===== config.mk =====
export PLATFORM = sky130hd
export DESIGN_NAME = des_key_schedule
export DESIGN_NICKNAME = d
export VERILOG_FILES = /design/src/rtl/des_key_schedule.sv
export SDC_FILE = /design/constraint.sdc
export NUM_CORES = 1
export LEC_CHECK = 0
export CAP_MARGIN = 20
export CORE_MARGIN = 8
export CORE_UTILIZATION = 35
export DETAILED_ROUTE_END_ITERATION = 8
export PLACE_DENSITY = 0.7
export SYNTH_ARGS = -nofsm -noshare
export SYNTH_HDL_FRONTEND = slang
export SYNTH_SLANG_ARGS = --single-unit

===== constraint.sdc =====
create_clock -name clk -period 2.05 [get_ports clk]
set_clock_uncertainty 0.1 [all_clocks]
set_input_delay 0.5125 -clock clk [delete_from_list [all_inputs] [get_ports clk]]
set_output_delay 0.5125 -clock clk [all_outputs]
set_load 0.02 [all_outputs]

===== src/rtl/des_key_schedule.sv =====
// DES key schedule: turns one PC-1-permuted 56-bit key (C0||D0) into the
// sixteen 48-bit round subkeys, streamed over a valid/ready handshake.
// Encrypt order is K1..K16 and decrypt order is K16..K1.
// Optional feature macro: DES_WEAK_KEY_DETECT_EN adds a registered weak_key
// flag that is set when each key half is all zeros or all ones.
module des_key_schedule (
    input  logic        clk,
    input  logic        rst,
    input  logic        start,
    input  logic        e_i,
    input  logic [55:0] key,
    output logic [47:0] subkey,
    output logic [3:0]  subkey_round,
    output logic        subkey_valid,
    input  logic        subkey_ready,
    output logic        busy,
    output logic        done
`ifdef DES_WEAK_KEY_DETECT_EN
    ,
    output logic        weak_key
`endif
);

    typedef enum logic {IDLE, RUN} state_t;

    // PC-2 selection: entry j names the 1-based bit of C||D (bit 1 = MSB)
    // that becomes subkey output bit j+1 (output bit 1 = subkey[47]).
    localparam int unsigned PC2_TABLE [48] = '{
        14, 17, 11, 24,  1,  5,  3, 28, 15,  6, 21, 10,
        23, 19, 12,  4, 26,  8, 16,  7, 27, 20, 13,  2,
        41, 52, 31, 37, 47, 55, 30, 40, 51, 45, 33, 48,
        44, 49, 39, 56, 34, 53, 46, 42, 50, 36, 29, 32
    };

    state_t      state_q;
    logic [27:0] c_q, d_q;
    logic [27:0] c_d, d_d;
    logic [3:0]  round_q;
    logic        dir_q;
    logic        valid_q;
    logic        done_q;
    logic [4:0]  encIdx, decIdx;
    logic        encTwo, decTwo;

    // Rounds 1, 2, 9 and 16 rotate by one position, every other round by two.
    function automatic logic isDoubleShift(input logic [4:0] idx);
        return !(idx == 5'd1 || idx == 5'd2 || idx == 5'd9 || idx == 5'd16);
    endfunction

    function automatic logic [27:0] rotl28(input logic [27:0] x, input logic two);
        return two ? {x[25:0], x[27:26]} : {x[26:0], x[27]};
    endfunction

    function automatic logic [27:0] rotr28(input logic [27:0] x, input logic two);
        return two ? {x[1:0], x[27:2]} : {x[0], x[27:1]};
    endfunction

    function automatic logic [47:0] pc2(input logic [55:0] cd);
        logic [47:0] r;
        r = '0;
        for (int j = 0; j < 48; j++) begin
            r[47-j] = cd[56-PC2_TABLE[j]];
        end
        return r;
    endfunction

    // Next C/D halves for the round after the one being transferred; encrypt
    // steps forward through the left rotations, decrypt undoes them.
    always_comb begin
        encIdx = {1'b0, round_q} + 5'd2;
        decIdx = 5'd16 - {1'b0, round_q};
        encTwo = isDoubleShift(encIdx);
        decTwo = isDoubleShift(decIdx);
        c_d    = dir_q ? rotl28(c_q, encTwo) : rotr28(c_q, decTwo);
        d_d    = dir_q ? rotl28(d_q, encTwo) : rotr28(d_q, decTwo);
    end

    // Control FSM: accept a start in IDLE, then hand out one subkey per transfer.
    always_ff @(posedge clk or posedge rst) begin
        if (rst) begin
            state_q <= IDLE;
            c_q     <= '0;
            d_q     <= '0;
            round_q <= '0;
            dir_q   <= 1'b0;
            valid_q <= 1'b0;
            done_q  <= 1'b0;
        end else begin
            done_q <= 1'b0;
            case (state_q)
                IDLE: begin
                    if (start) begin
                        state_q <= RUN;
                        dir_q   <= e_i;
                        round_q <= '0;
                        valid_q <= 1'b1;
                        if (e_i) begin
                            c_q <= rotl28(key[55:28], 1'b0);
                            d_q <= rotl28(key[27:0], 1'b0);
                        end else begin
                            c_q <= key[55:28];
                            d_q <= key[27:0];
                        end
                    end
                end
                RUN: begin
                    if (valid_q && subkey_ready) begin
                        if (round_q == 4'd15) begin
                            valid_q <= 1'b0;
                            done_q  <= 1'b1;
                            round_q <= '0;
                            state_q <= IDLE;
                        end else begin
                            round_q <= round_q + 4'd1;
                            c_q     <= c_d;
                            d_q     <= d_d;
                        end
                    end
                end
                default: state_q <= IDLE;
            endcase
        end
    end

`ifdef DES_WEAK_KEY_DETECT_EN
    logic weak_q;

    // Advisory weak-key flag, captured together with the key on start.
    always_ff @(posedge clk or posedge rst) begin
        if (rst) begin
            weak_q <= 1'b0;
        end else if (state_q == IDLE && start) begin
            weak_q <= ((key[55:28] == '0) || (key[55:28] == '1)) &&
                      ((key[27:0]  == '0) || (key[27:0]  == '1));
        end
    end

    assign weak_key = weak_q;
`endif

    assign subkey       = pc2({c_q, d_q});
    assign subkey_round = round_q;
    assign subkey_valid = valid_q;
    assign busy         = (state_q == RUN);
    assign done         = done_q;

endmodule


# After elaboration in Yosys (flattened, before gate mapping)
# Index checks and enable logic that the tools add are counted.
# classes
n_addsub	3
eq_ne	13
n_mux	31
bitwise	1
n_reduce_logical	11
# ops
operator	count
28-bit 2-to-1 mux	14
28-bit case mux with 2 select lines	2
4-bit 2-to-1 mux	3
5-bit by 1-bit == test with 1-bit output, second input constant	2
5-bit by 2-bit == test with 1-bit output, second input constant	2
5-bit by 4-bit == test with 1-bit output, second input constant	2
5-bit == test, second input constant	2
1-bit 2-to-1 mux	9
4-bit case mux with 2 select lines	1
1-bit logical OR	6
3-bit AND reduction	2
4-bit by 2-bit adder with 5-bit output, second input constant	1
5-bit by 4-bit subtractor with 5-bit output, first input constant	1
4-bit by 1-bit adder with 4-bit output, second input constant	1
4-bit == test, second input constant	1
2-bit by 1-bit inequality test with 1-bit output, second input constant	2
2-bit inequality test, second input constant	2
1-bit case mux with 2 select lines	2
2-bit AND reduction	2
1-bit logical AND	1
1-bit NOT	1
# word_totals
register_bits	64
in_bits	61
output_inout_bits	55
elab_cells	66

# Depth between registers and ports, before layout
# logic_depth
depth_word	10
ltp_mapped	10
depth_no_buf	7

# Worst setup path before layout
# No wires, ideal clock.
# synth_timing
path_type	register -> register
startpoint	reg round_q[1], in the netlist subkey_round[1]
endpoint	reg c_q[27]
setup_time_ns	0.136
arrival_ns	2.131
required_time_ns	1.814
slack_ns	-0.318
stages_incl_launch_ff	10
n_path_buf	2
period_less_slack_ns	2.368
cell_sequence	dfrtp_1 inv_1 ha_1 a21bo_1 a211oi_2 o31a_1 buf_4 buf_4 a221oi_1 a31oi_1
# synth_via
elab_chain_len	10
elab_cells_between_ends	25
classes_between	add/sub (2); eq/ne (10); mux (6); reduce/logical (7)
# synth_lines
item	line_no	source
start, declared	38	logic [3:0] round_q;
start signal, assigned	114	round_q <= round_q + 4'd1;
5-bit by 4-bit subtractor with 5-bit output or 4-bit by 2-bit adder with 5-bit output (tied branches)	71, 70	
5-bit by 1-bit == test with 1-bit output or 5-bit by 2-bit == test with 1-bit output (tied branches)	47	return !(idx == 5'd1 || idx == 5'd2 || idx == 5'd9 || idx == 5'd16);
1-bit logical OR (3 in a row)	47	
28-bit 2-to-1 mux, on equally long branches	55, 51	
28-bit 2-to-1 mux	74	c_d = dir_q ? rotl28(c_q, encTwo) : rotr28(c_q, decTwo);
28-bit 2-to-1 mux	108	if (round_q == 4'd15) begin
28-bit 2-to-1 mux	107	if (valid_q && subkey_ready) begin
28-bit case mux with 2 select lines	90	case (state_q)
end signal, assigned	98	c_q <= rotl28(key[55:28], 1'b0);
end signal, assigned	101	c_q <= key[55:28];
end, declared	36	logic [27:0] c_q, d_q;
# Parallel ways exist; a longest one is shown, timed or not. The select of a mux whose other input is x is not followed.
# A chain may end at the register's enable or synchronous reset.

# Worst setup path in the final report
# layout_timing
startpoint	reg round_q[1], in the netlist subkey_round[1]
endpoint	reg c_q[22]
# Same word-level chain as after synthesis.

==> impl_metrics.ini <==
[synth]
ys_types = 31
post_synth_mux_area_share = 0.1059
post_synth_fa_ha_maj_area_fraction = 0.01564
synth_area_leaders = dfrtp_1 29%, nand2_1 12%, mux2i_1 10%
synth_sequential_area_ratio = 0.2860
syn-mean-instance-area_sq_um = 8.246
synth.top_cell.area_share = 0.2860
synth.cell_area_sq_um = 5599
synth_fp_nets = 747
synthXorXnorAreaFrac = 0
synth_top_cell_by_area = dfrtp_1
dominant_combinational_cell_family_by_area_after_synthesis = compound AO/OA/AOI/OAI gates
yosys_warnings = 0
seq_cells_post_synth = 64
complex_gate_fraction_of_the_synthesized_area = 0.2699
post_synth_simple_gate_area = 0.1966
postSynthCellCount = 679

[clock_tree]
cts-hold-fix-buffers = 0
path_clk_slew_ns = 0.06
tritoncts = done
clock_latency_ns = 0.34
cts_max_level = 3
clock-root-buffer = clkbuf_16
max-clock-path-buffers = 2
tritoncts_buffer_count = 9
cts.sink_count = 64

[placed_design]
place_inst = 951
post-dp-hpwl_mm = 11.96
global_placement_routability_congestion = 0.7830
place.port_buffers = 115

[setup_path]
slowest_delay_ns = 0.45
timing.reg2reg.worst_path_depth = 8
cp_data_required_time_ns = 2.15
worst-endpoint-arrival_ns = 2.26
crit_chain = inv_4 > ha_4 > a21bo_1 > a211oi_4 > nor4b_4 > buf_12 > a221oi_1 > a31oi_1
critical_path.slowest_cell = dfrtp_2
critical_path.reg2reg.endpoint = c_q[22]
end_kind = flop
critical_path.max_fanout = 28
ff2ff_setup_slack_ns = -0.11
start_kind = flop
timing.rr.start = subkey_round[1]
timing.setup.critical_path_class = flop to flop

[global_route]
antenna_found_initial = 0
gr-total-overflow = 0
grt_first_pass_wirelength_mm = 27.08
grt_max_degree = 58
groute.usage.overall = 0.1643
first_global_vias = 5109

[sta]
period_share = 1.052
final_period_minus_worst_setup_slack_ns = 2.156
timing_hold_violations_final = 0
report.final.setup_viol = 56
setup_slack_ns = -0.1056
timing_max_transition_violations_final = 0
rsz0062_at_grt = yes
actual_slew_at_the_worst_max_slew_pin_ns = 0.6101
max-slew-margin-rel = 0.5933
achievable-frequency_ghz = 0.4639

[power]
netSwitchingPower_w = 0.004353
cellLeakagePower_nw = 3.105
p_int_w = 0.005459
total_power_w = 0.009812
seqPwrFrac = 0.293
combPwrFrac = 0.520
pwr_dens_nw_per_um2 = 1274
irDropWorstVdd_uv = 555.2
power.clock.fraction = 0.187
swShare = 0.4436

[drt]
first_iter_violations = 446
route.detailed.wl_per_inst_um = 17.65
dr_total_vias = 5393
detail_route.first_pass.iterations = 5
route.antenna.remaining_nets = 0
detail_route.wirelength_mm = 17.08
route.detailed.drc = 0
route.detailed.vias_per_inst = 5.571

[die]
placementRows = 46
boundaryPins = 116
die_height_um = 142.5
core_region_area_sq_um = 15770
floorplan.initialDensity = 0.3550
die_w_um = 142.5
design.die.area_sq_um = 20300

[final_layout]
final_layout_size_suffix_gt1_frac = 0.1902
post_layout_nonfiller_instances = 968
finalNetCount = 815
number_of_inserted_filler_cells_in_the_final_layout = 1504
reg_area_sq_um = 1607
syn_to_final_growth_pct = 37.52
multi_input_gate_area_sq_um = 3581
n_antenna_cell = 0

[run]
max_cap_violations = 0

[status]
outcome = finished with violations
violations = negative setup slack

[hold_path]
hold_class = input port to asynchronous set/reset pin
==> cell usage after synthesis (all sizes together) <==
cell type  instances
clkbuf            31
o31ai             58
nand2            173
nand2b             1
a21oi              1
nor2b             58
a21bo              1
dfrtp             64
a31oi             57
mux2i             57
o22ai              1
and3               1
mux2               2
nor2               8
o22a               1
a211oi             3
buf               82
a221oi            56
nand3              3
o31a               1
and4               1
nand3b             1
o21ai              5
ha                 7
inv                5
nor4b              1
==> kinds of logic after synthesis <==
group,count (synthesis)
adder cells (fa/ha/maj),7
AO/OA/AOI/OAI,184
flip-flops,64
buffers and inverters,118
AND/OR/NAND/NOR,247
multiplexers,59
==> critical path, delay by kind of cell (launching register included) <==
kind / cells / cell delay [ns]
simple gates: 1 / 0.11
compound gates: 4 / 0.90
fa+ha+maj: 1 / 0.14
buf+inv: 2 / 0.30
flops: 1 / 0.45
==> power groups by stage <==
stage / Sequential [W] / Combinational [W] / Clock (W)
CTS: 0.00283 / 0.00504 / 0.00186
detailed placement: 0.00279 / 0.00514 / 0
global placement: 0.00279 / 0.00511 / 0
floorplan: 0.00253 / 0.00379 / 0
global route: 0.00298 / 0.00550 / 0.00193
finish: 0.00287 / 0.00510 / 0.00184
==> state kept, by name, indices dropped and copies added (netlist names) <==
name	flops
busy	1
dir_q	1
d_q	28
subkey_valid	1
c_q	28
done	1
subkey_round	4
==> cell usage in the layout (no fill, tap or decap), drive strengths merged, types with 5 or more instances in the layout <==
cell           count
a221oi            56
a31oi             57
buf               55
clkbuf            12
clkdlybuf4s50     62
dfrtp             64
dlygate4sd2       36
dlymetal6s2s      16
ha                 7
mux2i             57
nand2            173
nor2               8
nor2b             58
o21ai              5
o31ai             58
==> through the flow <==
step | worst slack [ns] | TNS, ns | hold slack (ns) | util | area, sq um
after global placement | -0.05150 | -1.087 | 0.4400 | 0.4539 | 7158
after CTS | -0.1007 | -2.449 | 0.4332 | 0.4808 | 7582
final | -0.1056 | -2.695 | 0.4208 | 0.4883 | 7700
after detailed placement | -0.1139 | -3.583 | 0.4443 | 0.4539 | 7158
after global routing | -0.2150 | -8.591 | 0.4439 | 0.4883 | 7700
after floorplan | -0.07376 | -2.392 | 0.4814 | - | 5690
==> final cells by class <==
class,count,area share
timing repair buffer,170,0.2418
tap,216,0.03510
clock inverter,5,0.01332
clock buffer,11,0.03282
sequential,64,0.2086
multi-input combinational,497,0.4651
inverter,5,0.003250
==> routing by layer <==
layer | track usage | vias up | wire [um]
li1 | - | 2588 | -
met1 | 0.2197 | 2618 | 7777
met2 | 0.2525 | 170 | 7874
met3 | 0.04126 | 17 | 1127
met4 | 0.05425 | 0 | 303
met5 | 0 | - | 0
==> how the worst max path moves through the flow <==
stage,cells after the start,endpoint,startpoint
detailed placement,8,c_q[18],subkey_round[1]
global placement,8,c_q[15],subkey_round[1]
finish,8,c_q[22],subkey_round[1]
CTS,8,c_q[13],subkey_round[1]
global route,7,c_q[13],subkey_round[1]
floorplan,9,c_q[27],subkey_round[1]
==> timing repair <==
item,4_1_cts,5_1_grt
buffers inserted,0,0
endpoints found under the setup margin,85,72
gates resized for setup,55,23
pin swaps,3,0
gates cloned,0,1
(Power assumes the default switching activity.)
==> variant 1: new RTL, config.mk and constraints unchanged <==
Add an input register stage for `subkey_ready`, cleared by the reset; this delays it by one clock. The other inputs are not delayed to match.
--- a/src/rtl/des_key_schedule.sv
+++ b/src/rtl/des_key_schedule.sv
@@ -32,4 +32,14 @@
         44, 49, 39, 56, 34, 53, 46, 42, 50, 36, 29, 32
     };
+
+    logic subkey_ready_q;
+
+    always_ff @(posedge clk or posedge rst) begin
+        if (rst) begin
+            subkey_ready_q <= '0;
+        end else begin
+            subkey_ready_q <= subkey_ready;
+        end
+    end
 
     state_t      state_q;
@@ -105,5 +115,5 @@
                 end
                 RUN: begin
-                    if (valid_q && subkey_ready) begin
+                    if (valid_q && subkey_ready_q) begin
                         if (round_q == 4'd15) begin
                             valid_q <= 1'b0;
Behaviour: not the same (a bounded check fails within 4 cycles, from zero or initial values and one cycle with rst high).
==> variant 1 against the original RTL <==
  * The flow still finishes with violations (setup timing)
  * Via count shrank 0.15%
  * Final area shrank 0.23%
  * Routed wire length grew 1.6%
  * Power grew 12%
  * Global-route usage shrank 0.072 points
  * Synthesized cell count grew 0.15%
  * Area after synthesis grew 0.45%
  * Core utilization shrank 0.11 points
  * Sequential cell count grew 1
  * Count of clock-buffer cells in the layout shrank 2
  * Die area grew 0.40%
  * Worst setup slack lost 0.064 ns
  * Sequential power grew 1%
  * Largest power group unchanged
  * Highest routed layer unchanged
==> variant 1: results (changes against the original RTL) <==
- Dpl hpwl: 11.7 mm (-2.5%)
- Worst-path clk slew: 0.06 ns (about the same)
- Adder-cell share of the synthesized area: 1.56% (-0.0070 points)
- Fin cells: 965 (-0.31%)
- Max_slew headroom: 58.7% (-0.65 points)
- Compound-cell area share of the yosys netlist: 26.9% (-0.12 points)
- Synth top cells by count: nand2_1, dfrtp_1, nor2b_1, o31ai_1
- Final setup vio count: 56 (unchanged)
- Crit Path Max Fanout: 14 (-50%)
- Final worst slack: -0.170 ns (-0.0642 ns)
- Failing checks: setup timing
- HP Class: flop to flop
- Final wirelength: 17.4 mm (+1.6%)
- Leakage: 3.08 nW (-0.85%)
- IO buf count: 115 (unchanged)
- Multiplexer share of the synthesized area: 10.5% (-0.047 points)
- Largest cells by area after synthesis: dfrtp_1, nand2_1, mux2i_1, o31ai_1, buf_4
- Largest net degree at the start of global routing: 66 (+14%)
- CP max stage delay: 0.44 ns
- Delay-heaviest family, CP: compound AO/OA/AOI/OAI gates
- Dpl cells: 944 (-0.74%)
- FILL cells: 1514 (+0.66%)
- GRT Total Usage: 16.4% (-0.072 points)
- Peak VDD IR: 0.000764 V (+38%)
- Layout Nets: 812 (-0.37%)
- First-pass GRT wire length: 27.2 mm (+0.31%)
- Initial DRC count: 336 (-25%)
- Data arrival, critical path: 2.33 ns (+0.07 ns)
- Sequential fraction of the synthesis area: 28.9% (+0.32 points)
- Vias: 5385 (-0.15%)
- Outcome: finished, violations left
- GPL Wtd Cong: 0.834 (+6.4%)
- Layout cells sized above 1: 19.9% (+0.88 points)
- Setup TNS: -7.26 ns (-4.56 ns)
- Post-Synthesis Cells: 680 (+0.15%)
variant 1: worst reg2reg max path, delay by kind of cell (launching register included):
family	cells	cell delay, ns
flip-flops	1	0.44
adder cells (fa/ha/maj)	1	0.14
AO/OA/AOI/OAI	4	0.89
AND/OR/NAND/NOR	1	0.09
buffers and inverters	3	0.43
variant 1: cell families (layout without fill, tap and decap cells):
family                     after synthesis  in the layout
and+or+nand+nor                        247            247
muxes                                   59             59
adders and majority gates                7              7
DFF                                     65             65
AOI/OAI and AO/OA                      184            184
buffers and inverters                  118            187
variant 1: final cells by class:
class | count | area share (%)
multi-input cells | 497 | 47.6
clock inverters | 7 | 1.22
repair buffers | 166 | 23.2
flip-flops and latches | 65 | 21.2
clock buffers | 9 | 2.93
inverters | 5 | 0.326
well taps | 216 | 3.52
variant 1: where the power goes:
| group | switching (W) | internal [W] | total (W) |
|---|---|---|---|
| registers | 0.00103 | 0.00188 | 0.00291 |
| clock network | 0.000619 | 0.00106 | 0.00168 |
| logic | 0.00348 | 0.00291 | 0.00639 |
| total | 0.00513 | 0.00585 | 0.0110 |
variant 1: final timing paths:
| check | from | to | slack (ns) | depth (start not counted) |
|---|---|---|---|---|
| hold / removal | subkey_valid | subkey_valid | 0.47 | 2 |
| max in group asynchronous | rst | subkey_round[0] | 1.00 | 3 |
| setup / recovery | subkey_round[1] | c_q[0] | -0.17 | 9 |
| min in group asynchronous | rst | d_q[19] | 0.53 | 3 |
| hold reg to reg | subkey_valid | subkey_valid | 0.47 | 2 |
| setup reg to reg | subkey_round[1] | c_q[0] | -0.17 | 9 |
variant 1: routing by layer:
layer / global-route usage (%) / vias to the layer above / part of all wire [%]
li1: - / 2587 / -
met1: 21.6 / 2597 / 46
met2: 26.1 / 188 / 47
met3: 3.77 / 13 / 6.0
met4: 4.64 / 0 / 1.1
met5: 0 / - / 0
variant 1: per-stage QoR:
step	area [um2]	setup slack [ns]
final	7680	-0.170
after global routing	7680	-0.278
after CTS	7420	-0.120
after detailed placement	7060	-0.137
after global placement	7060	-0.0476
after floorplan	5720	-0.0738
variant 1: what timing repair did:
item / 4_1_cts / 5_1_grt
gates cloned: 0 / 1
setup buffers: 1 / 5
endpoints found under the setup margin: 90 / 69
pin swaps: 1 / 47
gates resized for setup: 50 / 40
==> variant 2: new RTL, same settings <==
Without the edit above. Build with the macro `DES_WEAK_KEY_DETECT_EN` defined.
--- a/src/rtl/des_key_schedule.sv
+++ b/src/rtl/des_key_schedule.sv
@@ -4,4 +4,6 @@
 // Optional feature macro: DES_WEAK_KEY_DETECT_EN adds a registered weak_key
 // flag that is set when each key half is all zeros or all ones.
+`define DES_WEAK_KEY_DETECT_EN
+
 module des_key_schedule (
     input  logic        clk,
Behaviour (old outputs only; new: weak_key): unchanged (Yosys induction, for registers that start in step).
==> variant 2 against the original RTL <==
  * The flow still finishes with violations (setup timing)
  * Sequential cell count rose by 1
  * Die area rose by 16%
  * Area after synthesis rose by 18%
  * Maximum frequency fell by 1.4%
  * Power rose by 45%
  * Largest cell class unchanged
  * Worst setup slack got worse by 0.030 ns
  * Routed wire length rose by 34%
  * Final area rose by 26%
  * Clock power fell by 5%
  * Highest routed layer unchanged
  * Critical path type unchanged
  * Critical endpoint is now c_q[8]
==> variant 2: results (changes against the original RTL) <==
- Via/cell ratio: 5.85 (+4.9%)
- Initial DRC count: 435 (-2.5%)
- CTS max path bufs: 2 (unchanged)
- Measured slew at the worst slew-check pin: 0.405 ns (-0.205 ns)
- Net Count, Synth: 796 (+6.6%)
- CP max-delay cell: dfrtp_2
- Fin cells: 1092 (+13%)
- DRT Pass-1 Iters: 7 (+2)
- Peak VDD IR: 0.000551 V (-0.74%)
- Avg WL per Cell: 20.9 um (+18%)
- Final setup vio count: 56 (unchanged)
- Failing checks: setup timing
- Ant. Diodes: 0 (unchanged)
- GRT Total Usage: 17.3% (+0.86 points)
- CTS Buf Count: 9 (unchanged)
- Ys async rst share: 100% (unchanged)
- Largest cells by area after synthesis: dfrtp_1, a41oi_2, mux2_4, nand3_1, mux2i_1
- Synth top cells by count: nand3_1, dfrtp_1, nand2_1
- FILL cells: 1642 (+9.2%)
- Vias in the first global route: 6292 (+23%)
- Final worst slack: -0.136 ns (-0.0303 ns)
- Count of different cell masters after synthesis: 31 (unchanged)
- H-tree lvl count: 3 (unchanged)
- Dpl hpwl: 13.6 mm (+13%)
- Outcome: finished, violations left
- GPL Wtd Cong: 0.795 (+1.6%)
- First-pass GRT wire length: 33.3 mm (+23%)
- Sequential fraction of the synthesis area: 24.7% (-3.9 points)
- Worst-skew pair later-pin latency: 0.34 ns (about the same)
- Layout Nets: 921 (+13%)
- HP Class: flop to flop
- Initial antenna violation count: 0 (unchanged)
- Mean cell area of the mapped netlist: 9.05 um2 (+9.8%)
- Dpl cells: 1045 (+9.9%)
- Leakage: 4.15 nW (+34%)
- IO buf count: 116 (+0.87%)
- YS warnings: 0 (unchanged)
- Worst-path clk slew: 0.06 ns (about the same)
- CP max stage delay: 0.45 ns (about the same)
- CTS Root Cell: clkbuf_16
- Layout cells sized above 1: 33.7% (+15 points)
- Largest net degree at the start of global routing: 61 (+5.2%)
- Cell Area, Placed: 8270 um2 (+15%)
- Int Pwr: 0.00815 W (+49%)
- Max-slew violation count: 0 (unchanged)
- Data arrival, critical path: 2.34 ns (+0.08 ns)
- Crit Path Max Fanout: 7 (-75%)
- Post-Place Worst Slack: -0.616 ns (-0.503 ns)
==> variant 2: cells by family after synthesis <==
kind of cell	count (synthesis)	share of synthesized area, %
and+or+nand+nor	285	22.2
AOI/OAI and AO/OA	132	20.4
buffers and inverters	125	10.7
muxes	114	20.7
DFF	65	24.7
adders and majority gates	7	1.33
==> variant 2: critical path, delay by kind of cell (launching register included) <==
family,cells,cell delay [ns]
mux,2,0.48
buf+inv,3,0.46
flops,1,0.45
compound gates,2,0.41
fa+ha+maj,1,0.14
simple gates,1,0.07
==> variant 2: power by group through the flow <==
stage                     clock, W  sequential [W]  combinational, W
after floorplan                  0         0.00244           0.00515
after global placement           0         0.00268           0.00682
after detailed placement         0         0.00266           0.00690
after CTS                  0.00175         0.00265           0.00805
after global routing       0.00181         0.00279            0.0103
final                      0.00174         0.00271           0.00982
==> variant 2: cell type report <==
type	count	area (um2)	share of cell area, %
clock buffer	14	264	2.72
timing repair buffer	231	2740	28.2
multi-input combinational	539	4690	48.3
inverter	7	35.0	0.360
clock inverter	2	60.1	0.618
sequential	65	1630	16.8
tap	234	293	3.01
==> variant 2: final timing paths <==
path / start / end / cells past startpoint
min in group asynchronous: rst / subkey_round[2] / 3
hold / removal: weak_key / weak_key / 2
setup reg to reg: subkey_round[1] / c_q[8] / 9
hold reg to reg: weak_key / weak_key / 2
setup / recovery: subkey_round[1] / c_q[8] / 9
max in group asynchronous: rst / dir_q / 3
==> variant 2: layer usage <==
metal	wire (um)	GRT usage, %	vias up
met3	1630	5.47	40
met5	0	0	-
met1	9910	21.9	3143
met4	451	5.47	0
li1	-	-	2968
met2	10800	27.5	232
==> variant 2: repair_timing <==
| item | in CTS | in global routing |
|---|---|---|
| buffers inserted | 3 | 9 |
| cloned | 7 | 14 |
| setup endpoints to repair | 81 | 82 |
| resized for setup | 48 | 126 |
| pin swaps | 4 | 66 |
| hold buffers | 0 | 0 |
==> variant 2: per-stage QoR <==
step | hold slack (ns) | utilization, % | setup TNS, ns
final | 0.431 | 52.3 | -5.42
after global routing | 0.449 | 52.3 | -9.59
after CTS | 0.437 | 48.1 | -8.15
after detailed placement | 0.418 | 44.5 | -6.95
after global placement | 0.431 | 44.5 | -6.12
after floorplan | 0.497 | - | -2.29
